`config.mk`:
```
export PLATFORM = sky130hd
export DESIGN_NAME = pbc_div_scheduler
export DESIGN_NICKNAME = d
export VERILOG_FILES = /design/src/rtl/pbc_div_scheduler.sv
export SDC_FILE = /design/constraint.sdc
export NUM_CORES = 1
export LEC_CHECK = 0
export CAP_MARGIN = 20
export CORE_ASPECT_RATIO = 0.7
export CORE_MARGIN = 1.5
export CORE_UTILIZATION = 44
export DETAILED_ROUTE_END_ITERATION = 16
export PLACE_DENSITY = 0.77
export RECOVER_POWER = 100
export SYNTH_ARGS = -nofsm -noshare
export SYNTH_HDL_FRONTEND = slang
export SYNTH_SLANG_ARGS = --single-unit
```
`constraint.sdc`:
```
create_clock -name clk -period 2.7 [get_ports clk]
set_input_delay 0.405 -clock clk [delete_from_list [all_inputs] [get_ports clk]]
set_output_delay 0.405 -clock clk [all_outputs]
set_load 0.05 [all_outputs]
```
`src/rtl/pbc_div_scheduler.sv`:
```
// Schedules the six Pbc ratios (margin / n) onto one shared pipelined divider,
// collects tagged out-of-order quotients and presents them as one packed result.
module pbc_div_scheduler #(
  parameter int DATA_WIDTH   = 16,
  parameter int RESULT_WIDTH = 32
) (
  input  logic                        clk,
  input  logic                        rst,
  input  logic                        in_valid,
  output logic                        in_ready,
  input  logic [6*DATA_WIDTH-1:0]     margin_table_in,
  input  logic [2*DATA_WIDTH-1:0]     n_in,
  output logic                        div_req_valid,
  input  logic                        div_req_ready,
  output logic [DATA_WIDTH-1:0]       div_dividend,
  output logic [DATA_WIDTH-1:0]       div_divisor,
  output logic [2:0]                  div_req_tag,
  input  logic                        div_resp_valid,
  input  logic [2:0]                  div_resp_tag,
  input  logic [RESULT_WIDTH-1:0]     div_resp_data,
  output logic [6*RESULT_WIDTH-1:0]   Pbc_out,
  output logic                        out_valid,
  input  logic                        out_ready,
  output logic [5:0]                  div0_flags,
  output logic                        busy
);

  typedef enum logic [1:0] {IDLE, ISSUE, WAIT, DONE} state_t;

  state_t                      state_q, state_d;
  logic [2:0]                  idx_q, idx_d;
  logic [6*DATA_WIDTH-1:0]     margin_q, margin_d;
  logic [2*DATA_WIDTH-1:0]     n_q, n_d;
  logic [6*RESULT_WIDTH-1:0]   pbc_q, pbc_d;
  logic [5:0]                  done_q, done_d;
  logic [5:0]                  div0_q, div0_d;

  logic [5:0]                  resp_hit;
  logic [DATA_WIDTH-1:0]       cur_dividend;
  logic [DATA_WIDTH-1:0]       cur_divisor;
  logic                        advance;

  // A response only counts while a table is in flight, for a valid tag not yet filled.
  always_comb begin
    resp_hit = '0;
    for (int k = 0; k < 6; k++) begin
      if (div_resp_valid && (state_q == ISSUE || state_q == WAIT) &&
          div_resp_tag == 3'(k) && !done_q[k]) begin
        resp_hit[k] = 1'b1;
      end
    end
  end

  always_comb begin
    cur_dividend = '0;
    for (int k = 0; k < 6; k++) begin
      if (idx_q == 3'(k)) cur_dividend = margin_q[k*DATA_WIDTH +: DATA_WIDTH];
    end
    cur_divisor = (idx_q < 3'd3) ? n_q[DATA_WIDTH-1:0] : n_q[2*DATA_WIDTH-1:DATA_WIDTH];
  end

  always_comb begin
    state_d       = state_q;
    idx_d         = idx_q;
    margin_d      = margin_q;
    n_d           = n_q;
    pbc_d         = pbc_q;
    done_d        = done_q;
    div0_d        = div0_q;
    div_req_valid = 1'b0;
    advance       = 1'b0;

    for (int k = 0; k < 6; k++) begin
      if (resp_hit[k]) begin
        pbc_d[k*RESULT_WIDTH +: RESULT_WIDTH] = div_resp_data;
        done_d[k] = 1'b1;
      end
    end

    case (state_q)
      IDLE: begin
        if (in_valid) begin
          margin_d = margin_table_in;
          n_d      = n_in;
          pbc_d    = '0;
          done_d   = '0;
          div0_d   = '0;
          idx_d    = 3'd0;
          state_d  = ISSUE;
        end
      end
      ISSUE: begin
        // Zero divisor: result stays 0 and the divider is never used for this index.
        if (cur_divisor == '0) begin
          for (int k = 0; k < 6; k++) begin
            if (idx_q == 3'(k)) begin
              div0_d[k] = 1'b1;
              done_d[k] = 1'b1;
              pbc_d[k*RESULT_WIDTH +: RESULT_WIDTH] = '0;
            end
          end
          advance = 1'b1;
        end else begin
          div_req_valid = 1'b1;
          advance       = div_req_ready;
        end
        if (advance) begin
          if (idx_q == 3'd5) state_d = WAIT;
          else               idx_d   = idx_q + 3'd1;
        end
      end
      WAIT: begin
        if ((done_q | resp_hit) == 6'h3F) state_d = DONE;
      end
      DONE: begin
        if (out_ready) state_d = IDLE;
      end
      default: state_d = IDLE;
    endcase
  end

  always_ff @(posedge clk or negedge rst) begin
    if (!rst) begin
      state_q  <= IDLE;
      idx_q    <= 3'd0;
      margin_q <= '0;
      n_q      <= '0;
      pbc_q    <= '0;
      done_q   <= '0;
      div0_q   <= '0;
    end else begin
      state_q  <= state_d;
      idx_q    <= idx_d;
      margin_q <= margin_d;
      n_q      <= n_d;
      pbc_q    <= pbc_d;
      done_q   <= done_d;
      div0_q   <= div0_d;
    end
  end

  assign div_dividend = div_req_valid ? cur_dividend : '0;
  assign div_divisor  = div_req_valid ? cur_divisor  : '0;
  assign div_req_tag  = div_req_valid ? idx_q        : 3'd0;
  assign in_ready     = (state_q == IDLE);
  assign busy         = (state_q != IDLE);
  assign out_valid    = (state_q == DONE);
  assign Pbc_out      = pbc_q;
  assign div0_flags   = div0_q;

endmodule
```
==> run_results.csv <==
group,metric,value,unit
layout,final_area,21800,um2
power,pwr-share-clk,17.3,%
clock_tree,htree_levels,2,
sta,holdWs,0.407,ns
clock_tree,cts_tree,"yes",
global_route,grt_pass1_vias,14700,
yosys,ys_warn_count,0,
placed_design,hpwl,37000,um
floorplan,pin_count,406,
layout,fin_nets,2385,
yosys,synth_ff_type,"dfrtp_1",
sta,grt_setup_unrepaired,"yes",
yosys,synth_cells,1811,
floorplan,initial_core_util,45.3,%
layout,drive_above_1_share,11.8,%
global_route,antenna_found_initial,3,
worst_setup_path,arrival,2.43,ns
power,vdd_ir_drop_max,0.955,mV
power,power,28500,uW
routing,dr.pass1.iters,5,
clock_tree,clk_pin_slew_worst_paths,0.06,ns
sta,max_slew_margin,21.0,%
sta,setup_viol,26,
routing,drt_wl_total,55700,um
placed_design,io_buffers,405,
power,p_seq_share,29.5,%
placed_design,finalWeightedCongestion,0.916,
sta,finalCritPeriodShare,105,%
sta,timing.final.ws_setup,-0.139,ns
yosys,synth.cell_area,14800,um2
sta,final_max_slew_viol_count,0,
sta,clock_skew,0.0129,ns
yosys,async_flop_share,100,%
routing,ant_nets,0,
power,p_leak,0.0102,uW
worst_setup_path,start_kind,"flip-flop",
worst_setup_path,crit_required,2.30,ns
worst_setup_path,critPathCaptureType,"output pin",
global_route,grt_pass1_wl,85300,um
sta,max_freq,0.352,GHz
power,combPwrFrac,53.2,%
sta,fin_tns_setup,-1.78,ns
sta,tightest_slew,1.19,ns
clock_tree,cts_sinks,337,
power,powerDensity,1300,nW/um2
floorplan,die_area,34800,um2
routing,drc,0,
global_route,grt_start_max_net_pins,134,
clock_tree,worstSkewPairLatency,0.52,ns
routing,post_drt_wl_per_cell,21.0,um
routing,vias,14800,
power,swShare,47.6,%
routing,drt-initial-drc-count,1606,
power,p_int,14900,uW
floorplan,die_h,156,um
clock_tree,ctsRootBufferMaster,"clkbuf_16",
floorplan,num_rows,55,
worst_hold_path,hp-class,"primary input to flip-flop",
worst_setup_path,critPathKind,"flip-flop to output pin",
sta,finalHoldViolCount,0,
yosys,yosysSeqAreaShare,57.0,%
layout,syn_to_final_growth,47.5,%
job,drv_cap,0,
yosys,avgSynthCellArea,8.17,um2
sta,fin_crit,2.84,ns
clock_tree,cts_buffers,35,
global_route,grt_overflow,0,
floorplan,die_x,222,um
clock_tree,clock_path_buffers,3,
power,p_switching,13500,uW
yosys,synth_edf_count,0,
outcome,status,"complete, but fails checks",
global_route,track_usage,31.9,%
yosys,synth_cell_types,44,
floorplan,core_region_area,32700,um2
yosys,synth_fp_nets,1989,
yosys,synth_seq_cells,337,
placed_design,placed_area,20000,um2
outcome,violations,"setup timing",
routing,viasPerCell,5.57,
worst_setup_path,cp_max_fo,8,
## cell usage after synthesis, types with 6 or more instances
cell type / number / area, um2
o21ai_0: 21 / 105
buf_1: 6 / 22.5
nor2_1: 49 / 184
nand2_1: 847 / 3180
dfrtp_1: 337 / 8430
nand3b_1: 19 / 143
nor4_1: 12 / 75.1
a21oi_1: 317 / 1590
or3_1: 6 / 37.5
clkbuf_1: 97 / 364
ha_1: 9 / 113
nand3_1: 6 / 30.0
inv_1: 24 / 90.1
buf_2: 16 / 80.1
## critical path: stages, from the launching register on
cell	delay, ns
dfrtp_2	0.45
ha_1	0.22
ha_4	0.20
nor2b_4	0.24
buf_8	0.17
a21oi_1	0.09
a21oi_1	0.17
a21oi_2	0.07
nor2_4	0.15
buf_12	0.14
## power by group through the flow
stage | logic (uW) | clock network (uW) | registers, uW
2_1_floorplan | 5290 | 0 | 11700
6_report | 15100 | 4930 | 8400
3_5_place_dp | 14300 | 0 | 8400
5_1_grt | 16000 | 5230 | 8620
4_1_cts | 15400 | 5020 | 8390
3_3_place_gp | 14000 | 0 | 8340
## what timing repair did
action	CTS	global route
gates cloned	7	0
buffers inserted	16	2
endpoints found under the hold margin	41	0
pin swaps	26	5
hold buffers	1	0
gates resized for setup	103	27
endpoints found under the setup margin	32	70
## metal layers
metal  up-vias  routed length [um]  part of all wire (%)  track usage [%]
met5         -                   0                     0                0
met4         0                2060                   3.7             13.0
met3       136                5650                    10             8.11
met2       836               24400                    44             47.3
met1      7225               23600                    42             44.8
li1       6615                   -                     -                -
## cell type report
cell class                 instances  area [um2]
clock inverter                     8        98.8
multi-input combinational       1328        6390
clock buffer                      50        1050
fill                            2565       10900
inverter                          26         108
timing repair buffer             479        5190
tap                              427         534
sequential                       337        8440
antenna                            3        7.51
## kinds of logic after synthesis
kind of cell / Yosys count / synth area share [%]
mux: 3 / 0.245
compound gates: 360 / 12.7
fa+ha+maj: 9 / 0.761
buf+inv: 146 / 3.89
flops: 337 / 57.0
simple gates: 956 / 25.4
## per-stage QoR
step	cells	setup WS (ns)	util, %
after CTS	2654	-0.0673	66.8
after detailed placement	2572	0.0509	61.3
after floorplan	1811	-0.156	-
after global routing	2657	-0.245	66.8
after global placement	2572	0.0867	61.3
final	2658	-0.139	66.8
## registers in the layout, summed over array words and instances (netlist names)
signal and cells:
div0_flags 6, state_q 2, margin_q 96, n_q 32, done_q 6, idx_q 3
Pbc_out 192
## final timing paths
path,start,to,slack (ns),cells after the start
worst max-delay path,idx_q[0],div_dividend[0],-0.14,9
worst min-delay path,n_in[11],n_q[11],0.41,3
worst max register to register,state_q[0],Pbc_out[15],0.04,9
worst min register to register,margin_q[74],margin_q[74],0.48,2
max in group asynchronous,rst,Pbc_out[161],0.27,3
min in group asynchronous,rst,n_q[28],0.66,2
## cell usage in the layout (no fill, tap or decap), types with 7 or more instances in the layout
cell type | netlist | routed
nand3b_1 | 19 | 19
a21oi_4 | 0 | 15
nand2_1 | 847 | 845
nor2_1 | 49 | 32
dfrtp_1 | 337 | 334
a21oi_2 | 0 | 35
o21ai_0 | 21 | 7
a21oi_1 | 317 | 267
o21ai_1 | 0 | 14
buf_12 | 0 | 47
clkbuf_16 | 0 | 37
inv_1 | 24 | 22
clkdlybuf4s50_1 | 0 | 167
clkbuf_8 | 0 | 8
nor2_4 | 0 | 17
buf_4 | 0 | 41
dlygate4sd3_1 | 0 | 200
clkbuf_1 | 97 | 8
No activity file was read; power rests on OpenSTA's default activity.
